**src/rtl/csa_accum_ctrl.sv**
```systemverilog
// rtl/csa_accum_ctrl.sv - serial carry-save multi-operand accumulator with single-step resolve
// Operands fold into a sum/carry pair one 3:2 compression at a time; one CPA produces the result.
module csa_accum_ctrl #(
  parameter int N     = 64,
  parameter int M_MAX = 16,
  parameter int CW    = $clog2(M_MAX + 1)
) (
  input  logic          clk,
  input  logic          rst_n,
  input  logic          start,
  input  logic [CW-1:0] count,
  input  logic          cin,
  input  logic          abort,
  input  logic          op_valid,
  output logic          op_ready,
  input  logic [N-1:0]  op_data,
  output logic          res_valid,
  input  logic          res_ready,
  output logic [N-1:0]  res_sum,
  output logic          res_cout,
  output logic          busy,
  output logic          err
);

  localparam logic [1:0] IDLE    = 2'd0;
  localparam logic [1:0] LOAD    = 2'd1;
  localparam logic [1:0] RESOLVE = 2'd2;
  localparam logic [1:0] DONE    = 2'd3;

  localparam logic [CW-1:0] M_MAX_C = CW'(M_MAX);

  logic [1:0]    state;
  logic [N-1:0]  s;
  logic [N-1:0]  cv;
  logic [CW-1:0] rem;
  logic          cin_l;
  logic [N-1:0]  maj;
  logic [N:0]    cpa;

  assign op_ready  = (state == LOAD);
  assign res_valid = (state == DONE);
  assign busy      = (state != IDLE);

  assign maj = (s & cv) | (s & op_data) | (cv & op_data);
  assign cpa = {1'b0, s} + {1'b0, cv} + {{N{1'b0}}, cin_l};

  always_ff @(posedge clk or negedge rst_n) begin
    if (!rst_n) begin
      state    <= IDLE;
      s        <= '0;
      cv       <= '0;
      rem      <= '0;
      cin_l    <= 1'b0;
      res_sum  <= '0;
      res_cout <= 1'b0;
      err      <= 1'b0;
    end else begin
      err <= 1'b0;
      if (abort) begin
        // In IDLE abort also masks start for that cycle.
        if (state != IDLE) begin
          state <= IDLE;
          s     <= '0;
          cv    <= '0;
          rem   <= '0;
        end
      end else begin
        case (state)
          IDLE: begin
            if (start) begin
              if (count > M_MAX_C) begin
                err <= 1'b1;
              end else begin
                cin_l <= cin;
                s     <= '0;
                cv    <= '0;
                rem   <= count;
                state <= (count == '0) ? RESOLVE : LOAD;
              end
            end
          end
          LOAD: begin
            if (op_valid) begin
              s   <= s ^ cv ^ op_data;
              // The carry out of the MSB is dropped; the result stays correct mod 2^N.
              cv  <= maj << 1;
              rem <= rem - CW'(1);
              if (rem == CW'(1)) state <= RESOLVE;
            end
          end
          RESOLVE: begin
            {res_cout, res_sum} <= cpa;
            state               <= DONE;
          end
          DONE: begin
            if (res_ready) state <= IDLE;
          end
          default: state <= IDLE;
        endcase
      end
    end
  end

endmodule

```
**config.mk**
```make
export PLATFORM = sky130hd
export DESIGN_NAME = csa_accum_ctrl
export DESIGN_NICKNAME = d
export VERILOG_FILES = /design/src/rtl/csa_accum_ctrl.sv
export SDC_FILE = /design/constraint.sdc
export NUM_CORES = 1
export LEC_CHECK = 0
export CAP_MARGIN = 30
export CORE_MARGIN = 5
export CORE_UTILIZATION = 45
export DETAILED_ROUTE_END_ITERATION = 6
export PLACE_DENSITY = 0.65
export SLEW_MARGIN = 10
export SYNTH_ARGS = -nofsm -noshare
export SYNTH_HDL_FRONTEND = slang
export SYNTH_SLANG_ARGS = --single-unit
```
**constraint.sdc**
```tcl
create_clock -name clk -period 7.7 [get_ports clk]
set_input_delay 2.31 -clock clk [delete_from_list [all_inputs] [get_ports clk]]
set_output_delay 2.31 -clock clk [all_outputs]
set_load 0.1 [all_outputs]
```
==> qor.yml <==
synth_seq_area_share_pct: 39.3
final_cell_mix: "nand2_1 (380), o21ai_0 (214), dfrtp_1 (201)"
fp.dieW_um: 179
grt_max_degree: 178
maxSlewViolCount: 0
num_vias: 10239
grt_pass1_vias: 10228
worst_skew_pair.late_latency_ns: 0.53
coreArea_mm2: 0.0279
crit_path_start: "state[1]"
relSlewSlack_pct: 32.4
pwr_density_cell_mw_per_mm2: 344
hold_class: "reg -> reg"
hold-path-cell-count: 2
antenna_found_initial: 0
clock_sinks: 201
gp_congestion: 0.850
synthesis.area_mm2: 0.0128
hold_end: "res_sum[31]"
peakVddDrop_uv: 293
critical_path_arrival_ns: 2.44
io_pins: 145
place_inst: 1887
postSynthAreaPerCell_um2: 8.90
cts_buffers: 24
worst_r2r_endpoint: "res_sum[40]"
core.rowCount: 61
n_antenna_cell: 0
drtIter0Drc: 694
stdcell_count: 1931
routed_via_density: 5.30
total_power_mw: 5.28
synth_edf_count: 0
setup_viol: 0
path_class: "reg -> out"
netlist_instances: 1439
cts_root_buffer: "clkbuf_16"
period_minus_slack_ns: 4.75
place_area_mm2: 0.0146
finalHoldViolations: 0
grt_pass1_wl_um: 51700
n_fill_cell: 2548
tritoncts: "yes"
r2r_cells: 12
rr_startpoint: "s[0]"
fin_crit_sh_pct: 61.6
worstHoldStart: "res_sum[31]"
regArea_mm2: 0.00503
grtUsageTotal_pct: 19.5
final_common_cell: "nand2_1"
async_flop_share_pct: 100
design_area_mm2: 0.0154
leakagePower_nw: 6.83
maxCapViolations: 0
area_growth_pct: 20.0
critPathCaptureType: "output port"
cts_resized: 0
critPathRequiredTime_ns: 5.39
drc: 0
drt_wl_total_um: 30700
clk_path_buf_depth: 3
die_h_um: 179
ctsHoldBuffers: 0
drive_gt1_share_pct: 4.44
post_cts_buffers: 0
cts_max_level: 1
start_util_pct: 45.8
status: "completed"
critPathMaxFanout: 12
dr.pass1.iters: 5
multi_input_area_mm2: 0.00741
cts.clk_slew.worst_paths_ns: 0.06
cp-start-kind: "flip-flop"
rsz0062_at_grt: "false"
routedWlPerCell_um: 15.9
max_freq_ghz: 0.211
dpl_worst_slack_ns: 2.76
synth_seq_cells: 201
synth.distinct_cells: 64
grt-ovfl-total: 0
fin_ws_ns: 2.95
die_area_mm2: 0.0319
worst_pin_slew_ns: 1.01
tns_ns: 0
hpwlAfterDp_um: 22500
portBuffers: 144
rrSetupSlack_ns: 4.35
clock_skew_ns: 0.0155
synth_flop_cell: "dfrtp_1"
syn-num-nets: 1649
nNetsFinal: 1745
antenna_left: 0
yosysWarnings: 0
-- cells in the mapped netlist (2+ instances only) --
| library cell | number | share of area, % |
|---|---|---|
| a21o_1 | 45 | 2.6 |
| and4_1 | 2 | 0.14 |
| and3_1 | 9 | 0.44 |
| buf_1 | 4 | 0.12 |
| a21boi_1 | 2 | 0.12 |
| nor3b_1 | 3 | 0.18 |
| nand2_1 | 380 | 11 |
| or3_1 | 2 | 0.098 |
| a2111oi_0 | 2 | 0.14 |
| a21oi_2 | 2 | 0.14 |
| xor2_1 | 23 | 1.6 |
| a311oi_1 | 2 | 0.14 |
| o31ai_1 | 10 | 0.59 |
| a31oi_1 | 9 | 0.44 |
| or2_2 | 5 | 0.24 |
| nor3_1 | 9 | 0.35 |
| ha_1 | 71 | 6.9 |
| dfrtp_1 | 201 | 39 |
| nand4_1 | 18 | 0.88 |
| nand3_1 | 16 | 0.63 |
| o21ai_1 | 6 | 0.23 |
| and2_1 | 3 | 0.15 |
| clkbuf_1 | 64 | 1.9 |
| o21a_1 | 9 | 0.53 |
| o21bai_1 | 14 | 0.82 |
| nand3b_1 | 3 | 0.18 |
| o21ai_0 | 214 | 8.4 |
| inv_1 | 17 | 0.50 |
| a21oi_1 | 77 | 3.0 |
| buf_2 | 13 | 0.51 |
| nor2_1 | 43 | 1.3 |
| nor2b_1 | 9 | 0.44 |
| a211oi_1 | 7 | 0.41 |
| fa_1 | 63 | 9.9 |
| nand2b_1 | 9 | 0.44 |
| xnor2_1 | 35 | 2.4 |
| o211ai_1 | 10 | 0.59 |
| o22ai_1 | 2 | 0.098 |
-- cell families after synthesis --
kind of cell    Yosys count  share of synthesized area [%]
compound gates          427                           19.8
xor+xnor                 58                           3.97
fa+ha+maj               134                           16.8
buf+inv                  99                           3.06
flops                   201                           39.3
mux                       2                          0.166
simple gates            518                           17.0
-- worst max path at each step --
stage	endpoint	slack (ns)	depth (start not counted)
4_1_cts	op_ready	2.92	4
3_5_place_dp	rem[2]	2.76	11
2_1_floorplan	cv[1]	3.41	12
5_1_grt	op_ready	2.84	4
3_3_place_gp	rem[2]	2.79	11
6_report	op_ready	2.95	4
-- critical path: stages (launching register included) --
cell and delay (ns):
dfrtp_1 0.41, inv_1 0.10, ha_1 0.52, clkdlybuf4s50_1 0.68, buf_16 0.20
-- sequential cells by signal, indices dropped and copies added (netlist names) --
register and cells:
cin_l 1, cv 63, err 1, rem 5, res_cout 1, res_sum 64
s 64, state 2
-- stage by stage --
stage | util (%) | hold slack, ns
detailed placement | 52.1 | 0.468
global route | 55.0 | 0.501
floorplan | - | 0.454
finish | 55.0 | 0.475
CTS | 55.0 | 0.482
global placement | 51.8 | 0.459
-- layer usage --
layer  GRT usage [%]  vias up  wire length (um)
met5               0        -                 0
met4            3.65        0               425
met3            3.61       32              1560
met2            31.2      177             14000
met1            28.2     4908             14700
li1                -     5122                 -
-- cell type report --
| type | instances | area share, % |
|---|---|---|
| clock buffer | 37 | 4.68 |
| multi-input combinational | 1139 | 48.2 |
| inverter | 17 | 0.416 |
| sequential | 201 | 32.8 |
| timing repair buffer | 152 | 10.4 |
| clock inverter | 7 | 0.464 |
| tap | 378 | 3.08 |
-- power breakdown --
group	switching [mW]	total (mW)	internal [mW]
Clock	0.450	1.12	0.675
Sequential	0.258	1.59	1.33
Combinational	1.84	2.56	0.720
Total	2.55	5.28	2.73
Power figures use the tool's default switching activity.
